`src/rtl/core_pkg.sv`:
```
// core_pkg: shared RV32I opcodes, sequencer state encoding and next-PC source encodings
package core_pkg;
  localparam logic [6:0] OP_LUI    = 7'b0110111;
  localparam logic [6:0] OP_AUIPC  = 7'b0010111;
  localparam logic [6:0] OP_JAL    = 7'b1101111;
  localparam logic [6:0] OP_JALR   = 7'b1100111;
  localparam logic [6:0] OP_BRANCH = 7'b1100011;
  localparam logic [6:0] OP_LOAD   = 7'b0000011;
  localparam logic [6:0] OP_STORE  = 7'b0100011;
  localparam logic [6:0] OP_ALUI   = 7'b0010011;
  localparam logic [6:0] OP_ALU    = 7'b0110011;
  localparam logic [1:0] PC_PLUS4 = 2'b00;
  localparam logic [1:0] PC_IMM   = 2'b01;
  localparam logic [1:0] PC_REG   = 2'b10;
  typedef enum logic [2:0] {S_IDLE, S_FETCH, S_DECODE, S_EXEC, S_MEM, S_WB, S_HALT} seq_state_t;
  function automatic logic is_legal(input logic [6:0] op);
    return op inside {OP_LUI, OP_AUIPC, OP_JAL, OP_JALR, OP_BRANCH, OP_LOAD, OP_STORE, OP_ALUI, OP_ALU};
  endfunction
endpackage

```
`src/rtl/core_seq.sv`:
```
// core_seq: multi-cycle FETCH/DECODE/EXEC/MEM/WB sequencer with retire counter and sticky halt
module core_seq
  import core_pkg::*;
#(
  parameter int CNT_W = 32
) (
  input  logic             clk,
  input  logic             rst_n,
  input  logic [6:0]       opcode,
  input  logic             br_taken,
  output logic             imem_req,
  input  logic             imem_ready,
  output logic             dmem_req,
  output logic             dmem_we,
  input  logic             dmem_ready,
  output logic             ir_we,
  output logic             mdr_we,
  output logic             rf_we,
  output logic             pc_we,
  output logic [1:0]       pc_sel,
  output logic             retire,
  output logic [CNT_W-1:0] instret,
  output logic             halted
);
  seq_state_t state_q, state_d;
  logic [CNT_W-1:0] instret_q, instret_d;
  logic is_store, is_branch, is_mem, br_fire, st_fire;
  assign is_store  = opcode == OP_STORE;
  assign is_branch = opcode == OP_BRANCH;
  assign is_mem    = is_store || opcode == OP_LOAD;
  always_comb begin
    state_d = state_q;
    case (state_q)
      S_IDLE:   state_d = S_FETCH;
      S_FETCH:  state_d = imem_ready ? S_DECODE : S_FETCH;
      S_DECODE: state_d = is_legal(opcode) ? S_EXEC : S_HALT;
      S_EXEC:   state_d = is_branch ? S_FETCH : is_mem ? S_MEM : S_WB;
      S_MEM:    state_d = !dmem_ready ? S_MEM : is_store ? S_FETCH : S_WB;
      S_WB:     state_d = S_FETCH;
      default:  state_d = S_HALT;
    endcase
  end
  assign imem_req  = state_q == S_FETCH;
  assign ir_we     = imem_req && imem_ready;
  assign dmem_req  = state_q == S_MEM;
  assign dmem_we   = dmem_req && is_store;
  assign mdr_we    = dmem_req && dmem_ready && !is_store;
  assign rf_we     = state_q == S_WB;
  assign br_fire   = state_q == S_EXEC && is_branch;
  assign st_fire   = dmem_req && dmem_ready && is_store;
  assign pc_we     = rf_we || br_fire || st_fire;
  assign retire    = pc_we;
  assign halted    = state_q == S_HALT;
  assign pc_sel    = rf_we ? (opcode == OP_JAL ? PC_IMM : opcode == OP_JALR ? PC_REG : PC_PLUS4)
                   : (br_fire && br_taken) ? PC_IMM : PC_PLUS4;
  assign instret_d = instret_q + CNT_W'(retire);
  assign instret   = instret_q;
  always_ff @(posedge clk) begin
    if (!rst_n) begin
      state_q   <= S_IDLE;
      instret_q <= '0;
    end else begin
      state_q   <= state_d;
      instret_q <= instret_d;
    end
  end
endmodule

```
`config.mk`:
```
export PLATFORM = sky130hd
export DESIGN_NAME = core_seq
export DESIGN_NICKNAME = d
export VERILOG_FILES = /design/src/rtl/core_pkg.sv /design/src/rtl/core_seq.sv
export SDC_FILE = /design/constraint.sdc
export NUM_CORES = 1
export LEC_CHECK = 0
export ABC_AREA = 1
export BUFFER_PORTS_ARGS = -buffer_cell sky130_fd_sc_hd__buf_2
export CORE_MARGIN = 3
export CORE_UTILIZATION = 47
export CTS_CLUSTER_DIAMETER = 100
export DETAILED_ROUTE_END_ITERATION = 7
export GPL_ROUTABILITY_DRIVEN = 0
export PLACE_DENSITY = 0.78
export SLEW_MARGIN = 25
export SYNTH_ARGS = -nofsm -noshare
export SYNTH_HDL_FRONTEND = slang
export SYNTH_SLANG_ARGS = --single-unit
```
`constraint.sdc`:
```
create_clock -name clk -period 2 [get_ports clk]
set_clock_uncertainty 0.05 [all_clocks]
set_input_delay 0.1 -clock clk [delete_from_list [all_inputs] [get_ports clk]]
set_output_delay 0.1 -clock clk [all_outputs]
set_load 0.1 [all_outputs]
```
==> out/metrics.yaml <==
drt:
  wl_met3_microns: 370
  first_pass_iters: 5
  wl_met1_mm: 2.66
  drc_errors: 0
  via_per_inst: 5.07
  dr_wl_met2_mm: 2.93
  num_vias: 2327
  wl_mm: 6.00
  dr.first_iter.drc_count: 183
  topRoutingLayerUsed: "met4"
  post_drt_wl_per_cell_microns: 13.1
  ant_nets: 0
clock_tree:
  tritoncts: "yes"
  clk_latency_ns: 0.29
  cts_hold_buf: 0
  cts.sink_count: 35
  cts-root-buf: "clkbuf_8"
  h-tree-depth: 2
  clkSlewWorstSetupHoldPaths_ns: 0.07
  ctsLongestPathBuffers: 2
  numCtsBuffers: 5
floorplan:
  dieWidth_microns: 72.3
  row_count: 23
  die-area_sq_um: 5230
  io_pins: 55
  die_h_microns: 72.3
  core_area_sq_um: 4120
  start_util_pct: 50.3
sta:
  rsz0062_at_grt: "true"
  slew_headroom_pct: 51.2
  layout_setup_ws_ns: -0.286
  period_minus_slack_ns: 2.29
  hold_viol: 0
  setup_viol: 29
  fmax_mhz: 437
  timing_worst_slew_pin_value_ns: 0.731
  finalCritPeriodShare_pct: 114
  final_max_slew_viol_count: 0
hold_path:
  hold_path_startpoint: "imem_ready"
  hold_class: "primary input to flip-flop"
  min_to: "state_q[1]"
  min_path_cells: 5
setup_path:
  crit_required_ns: 2.10
  crit_path_max_incr_delay_ns: 0.37
  r2r_cells: 12
  slowest_stage: "dfxtp_4"
  cp.arrival_ns: 2.38
  rr_endpoint: "instret[29]"
  crit_top_cell: "nand2_1"
  cp_max_fo: 6
  worstPathCellList: "nor3_4 -> nand2_1 -> o211ai_1 -> ha_2 -> buf_4 -> nand3_2 -> inv_2 -> nand2_4 -> nor2_4 -> nand2_1 -> nand2_1 -> a21oi_1"
  regToRegSetupSlack_ns: -0.29
  worstSetupStartpointType: "flip-flop"
  worstSetupPathType: "flip-flop to flip-flop"
  crit_path_end_kind: "flip-flop"
  r2r-start: "state_q[1]"
pwr:
  ir_worst_vdd_mv: 0.371
  power.total_uw: 1600
  p_per_area_nw_per_um2: 556
  p_leak_uw: 0.00130
synthesis:
  synth.avg_cell_area_sq_um: 6.50
  synth_area_sq_um: 2070
  synth_xor_area_share_pct: 2.96
  synth_edf_count: 0
  synth_seq_cells: 35
  synth_top_area_share_pct: 33.9
  synth_compound_area_share_pct: 9.26
  synth_fa_ha_area_share_pct: 1.21
  syn-instance-count: 318
  netlist_top_cells_count: "nand2_1 (95), nor2_1 (63), dfxtp_1 (35)"
  synth_cell_type_count: 28
  async_flop_share_pct: 0
  yosys.area_share.simple_pct: 46.8
  synth_mux_area_share_pct: 0
  ys_seq_area_share_pct: 33.9
  yosys.area.top_type: "dfxtp_1"
  yosysWarningCount: 0
  syn_nets: 332
  netlist_top_cells_area: "dfxtp_1 (34%), nand2_1 (17%), nor2_1 (11%), a21oi_1 (5.6%), inv_1 (4.4%)"
  synth_top_flop_cell: "dfxtp_1"
  synth_top_family_by_area: "simple AND/OR/NAND/NOR gates"
  yosysMostFrequentCell: "nand2_1"
finish:
  antennaDiodeCount: 0
  drive_above_1_share_pct: 36.2
  area_delta_synth_final_pct: 38.9
  fin_cells: 459
  nets: 422
grt:
  overflow: 0
  grt_max_degree: 21
  grt_pass1_vias: 2142
  grt_usage_pct: 23.2
  grt_pass1_wl_mm: 9.60
  antenna_found_initial: 0
placed_design:
  dp_cells: 441
  dpl.hpwl_mm: 4.27
  port_buffers: 54
  pre_cts_slack_ns: -0.222
run_status:
  status: "complete, but fails checks"
  violations: "negative setup slack"
job:
  drv_cap: 0
[kinds of logic (layout without fill, tap and decap cells)]
kind of cell | count (synthesis) | in the layout
and+or+nand+nor | 207 | 207
buffers and inverters | 31 | 122
adders and majority gates | 2 | 2
DFF | 35 | 35
xor gates and xnor gates | 7 | 7
AOI/OAI and AO/OA | 36 | 36
[metrics by stage]
stage                     utilization (%)  hold slack (ns)  instance area, sq um  TNS (ns)
after floorplan                         -            0.188                  2110    -81.75
after global placement               63.1            0.413                  2600     -2.74
after detailed placement             63.1            0.428                  2600     -3.75
after CTS                            67.0            0.144                  2760     -2.43
after global routing                 69.8            0.157                  2870    -10.08
final                                69.8            0.155                  2870     -6.49
[registers in the layout, summed over array words and instances (netlist names)]
register,count
state_q,3
instret,32
[area by class of cell]
| type | instances | area [sq um] |
|---|---|---|
| Timing Repair Buffer | 88 | 548 |
| Multi-Input combinational cell | 252 | 1360 |
| Sequential cell | 35 | 707 |
| Inverter | 26 | 97.6 |
| Fill cell | 364 | 1240 |
| Clock buffer | 8 | 100 |
| Tap cell | 50 | 62.6 |
[worst max-delay path by stage]
stage | start | endpoint
2_1_floorplan | state_q[2] | instret[22]
3_3_place_gp | opcode[3] | instret[24]
3_5_place_dp | opcode[3] | instret[24]
4_1_cts | state_q[1] | instret[24]
5_1_grt | state_q[1] | instret[30]
6_report | state_q[1] | instret[29]
[worst max-delay path: cells and delay by family, from the launching register on]
family	cells	cell delay [ns]
DFF	1	0.37
adders and majority gates	1	0.28
buffers and inverters	2	0.25
and+or+nand+nor	7	0.83
AOI/OAI and AO/OA	2	0.37
[what timing repair did]
| action | 4_1_cts | 5_1_grt |
|---|---|---|
| endpoints found under the setup margin | 26 | 30 |
| resized for setup | 7 | 20 |
| cloned | 0 | 0 |
| pin swaps | 9 | 5 |
| setup buffers | 5 | 6 |
[metal layers]
metal	up-vias	GRT usage [%]
met5	-	0
met4	0	6.68
met3	4	5.96
met2	68	37.0
met1	1061	30.9
li1	1194	-
[placed cells by master (no fill, tap or decap), types with 2 or more instances in the layout]
| cell | count |
|---|---|
| a21oi_1 | 18 |
| a21oi_2 | 4 |
| buf_2 | 53 |
| buf_4 | 32 |
| buf_6 | 2 |
| clkbuf_8 | 7 |
| dfxtp_1 | 32 |
| dfxtp_2 | 2 |
| inv_1 | 22 |
| inv_2 | 4 |
| nand2_1 | 94 |
| nand2_2 | 6 |
| nand2_4 | 4 |
| nand3_1 | 7 |
| nand3_2 | 6 |
| nand3b_1 | 7 |
| nor2_1 | 58 |
| nor2_2 | 10 |
| nor2_4 | 9 |
| nor3_4 | 2 |
| o21a_1 | 3 |
| o21ai_0 | 4 |
| o21ai_1 | 3 |
| xnor2_1 | 2 |
| xor2_1 | 5 |
[power by group]
| part | switching, uW | internal, uW | total [uW] | leakage, uW |
|---|---|---|---|---|
| Combinational | 212 | 94.0 | 306 | 0.000963 |
| Sequential | 15.7 | 710 | 725 | 0.000284 |
| Clock | 253 | 314 | 567 | 0.0000515 |
| Total | 480 | 1120 | 1600 | 0.00130 |
Note: power is estimated with default switching activity, not from simulation.
